`src/rtl/md_ctrl_pkg.sv`:
```
// Shared definitions for the multiply/divide controller: op encodings,
// divide iteration count, FSM state type and the restoring-divide step.
package md_ctrl_pkg;

    localparam logic [2:0] MD_MULT  = 3'd0;
    localparam logic [2:0] MD_MULTU = 3'd1;
    localparam logic [2:0] MD_DIV   = 3'd2;
    localparam logic [2:0] MD_DIVU  = 3'd3;
    localparam logic [2:0] MD_MTHI  = 3'd4;
    localparam logic [2:0] MD_MTLO  = 3'd5;

    localparam int DIV_ITERS = 32;

    typedef enum logic [1:0] {
        IDLE = 2'd0,
        MUL  = 2'd1,
        DIV  = 2'd2
    } md_state_e;

    // One radix-2 restoring step: shift the next dividend bit into the
    // partial remainder, subtract the divisor if it fits, record the bit.
    // Returns {remainder, quotient/dividend shift register}.
    function automatic logic [63:0] div_step(input logic [31:0] rem,
                                             input logic [31:0] quo,
                                             input logic [31:0] dvs);
        logic [32:0] t;
        logic        fit;
        t   = {rem, quo[31]};
        fit = (t >= {1'b0, dvs});
        if (fit) begin
            t = t - {1'b0, dvs};
        end
        return {t[31:0], quo[30:0], fit};
    endfunction

endpackage

```
`src/rtl/md_ctrl_div_iter.sv`:
```
// md_div_iter: iterative 32-step restoring divider on magnitudes, with the
// sign fix-up applied on the outputs. The first step is folded into the
// load edge, so 31 further steps leave the result ready.
module md_div_iter
    import md_ctrl_pkg::*;
(
    input  logic        clk,
    input  logic        rst_n,
    input  logic        start,
    input  logic        abort,
    input  logic        step,
    input  logic        last,
    input  logic [31:0] a,
    input  logic [31:0] b,
    input  logic        sgn,
    output logic        done,
    output logic        dbz,
    output logic [31:0] quo,
    output logic [31:0] rem
);

    logic [31:0] rem_r;
    logic [31:0] quo_r;
    logic [31:0] dvs_r;
    logic        neg_q;
    logic        neg_r;
    logic [31:0] mag_a;
    logic [31:0] mag_b;

    // Operand magnitudes for the signed case.
    always_comb begin
        mag_a = (sgn && a[31]) ? (32'd0 - a) : a;
        mag_b = (sgn && b[31]) ? (32'd0 - b) : b;
    end

    // Load, iterate, and flag completion on the final step.
    always_ff @(posedge clk or negedge rst_n) begin
        if (!rst_n) begin
            rem_r <= '0;
            quo_r <= '0;
            dvs_r <= '0;
            neg_q <= 1'b0;
            neg_r <= 1'b0;
            dbz   <= 1'b0;
            done  <= 1'b0;
        end else if (start) begin
            {rem_r, quo_r} <= div_step(32'd0, mag_a, mag_b);
            dvs_r <= mag_b;
            neg_q <= sgn && (a[31] ^ b[31]);
            neg_r <= sgn && a[31];
            dbz   <= (b == 32'd0);
            done  <= 1'b0;
        end else if (abort) begin
            done <= 1'b0;
        end else if (step) begin
            {rem_r, quo_r} <= div_step(rem_r, quo_r, dvs_r);
            if (last) begin
                done <= 1'b1;
            end
        end
    end

    // Quotient truncates toward zero; remainder follows the dividend's sign.
    always_comb begin
        quo = neg_q ? (32'd0 - quo_r) : quo_r;
        rem = neg_r ? (32'd0 - rem_r) : rem_r;
    end

endmodule

```
`src/rtl/md_ctrl.sv`:
```
// md_ctrl: HI/LO multiply/divide controller. Multiplies take MULT_LAT busy
// cycles, divides 32; one 6-bit down-counter times both.
// Build option: define MD_DIVIDER_EN to include the iterative divider;
// without it div/divu complete as one-cycle no-ops.
//
// state | meaning
// IDLE  | accepting start; mthi/mtlo write here
// MUL   | multiply in flight, counter runs to terminal count
// DIV   | divide in flight, divider steps while counter runs
module md_ctrl
    import md_ctrl_pkg::*;
#(
    parameter int MULT_LAT = 5
) (
    input  logic        clk,
    input  logic        rst_n,
    input  logic        start,
    input  logic [2:0]  op,
    input  logic [31:0] a,
    input  logic [31:0] b,
    input  logic        flush,
    output logic        busy,
    output logic        done,
    output logic [31:0] hi,
    output logic [31:0] lo
);

    md_state_e   state;
    logic [5:0]  cnt;
    logic [31:0] opa;
    logic [31:0] opb;
    logic        msgn;
    logic [63:0] ext_a;
    logic [63:0] ext_b;
    logic [63:0] prod;
    logic        accept;
    logic        div_done;
    logic        div_dbz;
    logic [31:0] div_quo;
    logic [31:0] div_rem;

    assign accept = (state == IDLE) && start && !flush;

`ifdef MD_DIVIDER_EN
    logic div_start;
    logic div_stepen;
    logic div_last;

    assign div_start  = accept && ((op == MD_DIV) || (op == MD_DIVU));
    assign div_stepen = (state == DIV) && !flush && (cnt != 6'd0);
    assign div_last   = (cnt == 6'd1);

    md_div_iter u_div (
        .clk   (clk),
        .rst_n (rst_n),
        .start (div_start),
        .abort (flush),
        .step  (div_stepen),
        .last  (div_last),
        .a     (a),
        .b     (b),
        .sgn   (op == MD_DIV),
        .done  (div_done),
        .dbz   (div_dbz),
        .quo   (div_quo),
        .rem   (div_rem)
    );
`else
    assign div_done = 1'b0;
    assign div_dbz  = 1'b0;
    assign div_quo  = '0;
    assign div_rem  = '0;
`endif

    // Full 64-bit product of the captured operands; sign-extended for mult.
    always_comb begin
        ext_a = msgn ? {{32{opa[31]}}, opa} : {32'd0, opa};
        ext_b = msgn ? {{32{opb[31]}}, opb} : {32'd0, opb};
        prod  = ext_a * ext_b;
    end

    // Sequencer: accept ops in IDLE, time MUL/DIV, write HI/LO, handle flush.
    always_ff @(posedge clk or negedge rst_n) begin
        if (!rst_n) begin
            state <= IDLE;
            cnt   <= '0;
            opa   <= '0;
            opb   <= '0;
            msgn  <= 1'b0;
            busy  <= 1'b0;
            done  <= 1'b0;
            hi    <= '0;
            lo    <= '0;
        end else begin
            done <= 1'b0;
            case (state)
                IDLE: begin
                    if (accept) begin
                        case (op)
                            MD_MTHI: hi <= a;
                            MD_MTLO: lo <= a;
                            MD_MULT, MD_MULTU: begin
                                opa   <= a;
                                opb   <= b;
                                msgn  <= (op == MD_MULT);
                                cnt   <= 6'(MULT_LAT - 1);
                                busy  <= 1'b1;
                                state <= MUL;
                            end
                            MD_DIV, MD_DIVU: begin
`ifdef MD_DIVIDER_EN
                                cnt   <= 6'(DIV_ITERS - 1);
                                busy  <= 1'b1;
                                state <= DIV;
`else
                                done  <= 1'b1;
`endif
                            end
                            default: ;
                        endcase
                    end
                end
                MUL: begin
                    if (flush) begin
                        busy  <= 1'b0;
                        state <= IDLE;
                    end else if (cnt == 6'd0) begin
                        hi    <= prod[63:32];
                        lo    <= prod[31:0];
                        busy  <= 1'b0;
                        done  <= 1'b1;
                        state <= IDLE;
                    end else begin
                        cnt <= cnt - 6'd1;
                    end
                end
                DIV: begin
                    if (flush) begin
                        busy  <= 1'b0;
                        state <= IDLE;
                    end else if (cnt == 6'd0) begin
                        if (div_done && !div_dbz) begin
                            hi <= div_rem;
                            lo <= div_quo;
                        end
                        busy  <= 1'b0;
                        done  <= 1'b1;
                        state <= IDLE;
                    end else begin
                        cnt <= cnt - 6'd1;
                    end
                end
                default: begin
                    busy  <= 1'b0;
                    state <= IDLE;
                end
            endcase
        end
    end

endmodule
```
`config.mk`:
```
export PLATFORM = sky130hd
export DESIGN_NAME = md_ctrl
export DESIGN_NICKNAME = d
export VERILOG_FILES = /design/src/rtl/md_ctrl_pkg.sv /design/src/rtl/md_ctrl_div_iter.sv /design/src/rtl/md_ctrl.sv
export SDC_FILE = /design/constraint.sdc
export NUM_CORES = 2
export LEC_CHECK = 0
export CORE_MARGIN = 3
export CORE_UTILIZATION = 60
export DETAILED_ROUTE_END_ITERATION = 10
export GPL_TIMING_DRIVEN = 0
export MAX_ROUTING_LAYER = met4
export PLACE_DENSITY = 0.81
export SYNTH_ARGS = -nofsm -noshare
export SYNTH_HDL_FRONTEND = slang
export SYNTH_SLANG_ARGS = --single-unit
```
`constraint.sdc`:
```
create_clock -name clk -period 8.35 [get_ports clk]
set_input_delay 0.835 -clock clk [delete_from_list [all_inputs] [get_ports clk]]
set_output_delay 0.835 -clock clk [all_outputs]
set_load 0.02 [all_outputs]
```
==> tab_implementation.tex <==
\begin{tabular}{lr}
\hline
Metric & Value \\
\hline
\multicolumn{2}{l}{\textbf{Run status}} \\
\quad Result of the run & finished, violations left \\
\quad Failing checks & setup timing \\
\multicolumn{2}{l}{\textbf{Finish}} \\
\quad Final cell utilization of the core & 0.704 \\
\quad Net count, final & 7842 \\
\quad Area Growth Syn to Fin & 16.1\% \\
\quad Final non-filler cell area & 0.0624 sq mm \\
\quad Layout cell share with drive strength beyond 1 & 0.152 \\
\multicolumn{2}{l}{\textbf{Timing}} \\
\quad Tightest Pin Transition & 1.26 ns \\
\quad Setup Skew & 0.0196 ns \\
\quad RSZ-0062 raised after global routing & true \\
\quad Slew Limit Fails & 0 \\
\quad Period utilization & 1.15 \\
\quad Min Clock Period, post-route & 9.57 ns \\
\quad Relative max-transition margin & 0.162 \\
\quad Total count of hold-check failures in the final report & 0 \\
\quad Number of failing setup endpoints in the final timing report & 35 \\
\quad Peak Freq & 105 MHz \\
\quad Total negative setup slack & -21.23 ns \\
\quad Setup slack of the critical path after layout & -1.22 ns \\
\multicolumn{2}{l}{\textbf{Routing}} \\
\quad Detailed-route wire length per cell & 31.6 microns \\
\quad Violation count after the first detailed-route iteration & 5141 \\
\quad Detailed-router iteration count before antenna repair & 7 \\
\quad DRC violations left & 0 \\
\quad Via-to-Cell Ratio & 6.04 \\
\quad Total wire length & 229 mm \\
\quad Antenna-violating nets left & 0 \\
\quad Overall via count from detail\_route & 43800 \\
\multicolumn{2}{l}{\textbf{Logic synthesis}} \\
\quad Top\_reg\_cell synth & sky130\_fd\_sc\_hd\_\_dfrtp\_1 \\
\quad Cells after synthesis & 5737 \\
\quad Mean cell area of the mapped netlist & 9.36 sq um \\
\quad Syn Std Cell Area & 0.0537 sq mm \\
\quad Post-synthesis sequential element count & 137 \\
\quad Warning count from the yosys run & 0 \\
\quad Sequential fraction of the synthesis area & 0.0638 \\
\quad Number of enable flip-flop cells after synthesis & 0 \\
\quad Number of nets produced by synthesis & 7537 \\
\quad Cells taking the most area after synthesis & sky130\_fd\_sc\_hd\_\_fa\_1 53\%, sky130\_fd\_sc\_hd\_\_inv\_1 11\%, sky130\_fd\_sc\_hd\_\_ha\_1 7.2\% \\
\quad Number of distinct library cells after synthesis & 78 \\
\quad Area share of the largest cell type after synthesis & 0.529 \\
\quad Synth async-reset ratio & 1.00 \\
\quad Biggest area consumer among synthesized cells & sky130\_fd\_sc\_hd\_\_fa\_1 \\
\multicolumn{2}{l}{\textbf{CTS}} \\
\quad Register clock-pin slew on the reported worst setup and hold paths & 0.09 ns \\
\quad Clock root cell & sky130\_fd\_sc\_hd\_\_clkbuf\_16 \\
\quad \# hold bufs at CTS & 0 \\
\quad Clock latency on the worst-skew pair & 0.51 ns \\
\quad Depth of the CTS H-tree & 4 \\
\quad Clock net sink count & 137 \\
\quad Largest buffer count on any clock path & 2 \\
\quad TritonCTS Buffers & 17 \\
\quad TritonCTS clock tree & yes \\
\multicolumn{2}{l}{\textbf{Global routing}} \\
\quad All-layer global routing usage & 0.515 \\
\quad Maximum number of pins on one net before global-route repair & 87 \\
\quad Number of antenna violations at the first check in global routing & 21 \\
\quad Remaining global-route overflow & 0 \\
\quad Wire length of the first global-routing pass & 324 mm \\
\quad Vias in the first global route & 46000 \\
\multicolumn{2}{l}{\textbf{Floorplanning}} \\
\quad Die Span X & 305 microns \\
\quad Initial Utilization & 0.606 \\
\quad Floorplan die height & 305 microns \\
\quad Boundary Pins & 137 \\
\quad Die area & 0.0932 sq mm \\
\quad Core footprint & 0.0886 sq mm \\
\quad Number of rows in the core area & 109 \\
\multicolumn{2}{l}{\textbf{Critical path}} \\
\quad Critical path class & flip-flop to flip-flop \\
\quad Worst setup slack for register-to-register paths & -1.22 ns \\
\quad CP required & 8.69 ns \\
\quad Critical path's largest stage delay & 0.64 ns \\
\quad Slowest cell on the critical path & sky130\_fd\_sc\_hd\_\_fa\_2 \\
\quad Crit path top cell by count & sky130\_fd\_sc\_hd\_\_fa\_1 \\
\quad Start of the worst register-to-register path & opa[18] \\
\quad Count of cells along the worst register-to-register path & 29 \\
\quad Capturing element type of the critical path & flip-flop \\
\quad Capture instance of the worst register-to-register path & hi[31] \\
\quad Startpoint types & flip-flop \\
\quad Arrival @ worst endpoint & 9.91 ns \\
\quad Critical-path maximum fanout & 10 \\
\multicolumn{2}{l}{\textbf{Placement}} \\
\quad Final Wtd Congestion & 1.10 \\
\quad DP Area & 0.0567 sq mm \\
\quad Number of buffer cells added on primary ports & 136 \\
\quad HPWL after detailed placement & 184 mm \\
\multicolumn{2}{l}{\textbf{Flow run}} \\
\quad Number of violations of the max-capacitance limit & 0 \\
\multicolumn{2}{l}{\textbf{Hold path}} \\
\quad Tightest Hold Check Type & input port to asynchronous set/reset pin \\
\hline
\end{tabular}
[layer usage]
layer  global-route usage  vias up  wire [microns]
li1                     -    17000               -
met5                    -        -               0
met3                0.262      839           39700
met1                0.653    22500           82100
met4                0.273        0           17200
met2                0.669     3413           90100
[cell usage after synthesis, types with 28 or more instances]
cell type / number
sky130_fd_sc_hd__a21o_1: 34
sky130_fd_sc_hd__a21oi_1: 121
sky130_fd_sc_hd__and2_1: 572
sky130_fd_sc_hd__and3_1: 28
sky130_fd_sc_hd__clkbuf_1: 260
sky130_fd_sc_hd__dfrtp_1: 137
sky130_fd_sc_hd__fa_1: 1419
sky130_fd_sc_hd__ha_1: 310
sky130_fd_sc_hd__inv_1: 1530
sky130_fd_sc_hd__nand2_1: 809
sky130_fd_sc_hd__nor2_1: 62
sky130_fd_sc_hd__o21ai_0: 77
sky130_fd_sc_hd__xnor2_1: 99
[worst max-delay path by stage]
| stage | depth (start not counted) | slack (ns) | startpoint | end |
|---|---|---|---|---|
| 2_1_floorplan | 32 | -0.04 | msgn | hi[31] |
| 3_3_place_gp | 29 | -3.57 | opa[12] | hi[24] |
| 3_5_place_dp | 29 | -3.49 | opa[12] | hi[24] |
| 4_1_cts | 31 | -1.07 | msgn | hi[25] |
| 5_1_grt | 32 | -1.30 | msgn | hi[31] |
| 6_report | 29 | -1.22 | opa[18] | hi[31] |
[state kept, by name (all words and copies together), names as in the netlist]
name and count:
hi 32, opa 32, done 1, busy 1, msgn 1, opb 32
lo 32, cnt 6
[critical path: cells and delay by family (launching register included)]
| kind | cells | cell delay (ns) |
|---|---|---|
| DFF | 1 | 0.59 |
| and+or+nand+nor | 5 | 0.87 |
| AOI/OAI and AO/OA | 4 | 0.85 |
| xor gates and xnor gates | 1 | 0.30 |
| buffers and inverters | 8 | 1.05 |
| adders and majority gates | 11 | 5.67 |
[final cells by class]
class                           instances  area, sq um
Antenna cell                           28         70.1
Timing Repair Buffer                  311         3030
Sequential cell                       137         3500
Clock inverter                         15          201
Clock buffer                           17          425
Multi-Input combinational cell       3786        45500
Fill cell                            6851        26200
Inverter                             1530         5750
Buffer                                259         2450
Tap cell                             1165         1460
[cell usage in the layout, fill, tap and decap left out, types with 34 or more instances in the layout]
| master | instances |
|---|---|
| sky130_fd_sc_hd__clkbuf_2 | 42 |
| sky130_fd_sc_hd__clkbuf_8 | 57 |
| sky130_fd_sc_hd__a21oi_1 | 84 |
| sky130_fd_sc_hd__clkdlybuf4s50_1 | 135 |
| sky130_fd_sc_hd__nand2_1 | 778 |
| sky130_fd_sc_hd__ha_1 | 266 |
| sky130_fd_sc_hd__dfrtp_2 | 41 |
| sky130_fd_sc_hd__ha_4 | 34 |
| sky130_fd_sc_hd__buf_6 | 39 |
| sky130_fd_sc_hd__a21o_1 | 34 |
| sky130_fd_sc_hd__and2_1 | 558 |
| sky130_fd_sc_hd__clkbuf_4 | 50 |
| sky130_fd_sc_hd__dfrtp_1 | 90 |
| sky130_fd_sc_hd__clkbuf_16 | 34 |
| sky130_fd_sc_hd__inv_1 | 1461 |
| sky130_fd_sc_hd__inv_2 | 66 |
| sky130_fd_sc_hd__clkbuf_1 | 41 |
| sky130_fd_sc_hd__xnor2_1 | 79 |
| sky130_fd_sc_hd__fa_1 | 1315 |
| sky130_fd_sc_hd__fa_2 | 104 |
| sky130_fd_sc_hd__o21ai_0 | 48 |
| sky130_fd_sc_hd__buf_4 | 138 |
| sky130_fd_sc_hd__nor2_1 | 52 |
[cells by family after synthesis]
kind of cell | synth area share
buf+inv | 0.129
fa+ha+maj | 0.601
simple gates | 0.142
compound gates | 0.0415
flops | 0.0638
xor+xnor | 0.0204
mux | 0.00261
[repair_timing]
item,in CTS,in global routing
buffers inserted,103,72
pin swaps,149,154
cloned,1,0
setup endpoints to repair,50,44
gates resized for setup,822,298
[stage by stage]
step	hold WS (ns)	setup slack (ns)	std cells
after detailed placement	0.470	-3.49	7040
after global routing	0.482	-1.30	7235
final	0.437	-1.22	7248
after CTS	0.451	-1.07	7158
after floorplan	0.502	-0.0355	5737
after global placement	0.465	-3.57	7038
Power is left out: the tool's default activity adds up to more than one toggle a clock period on the data nets, which glitch-free logic cannot reach.
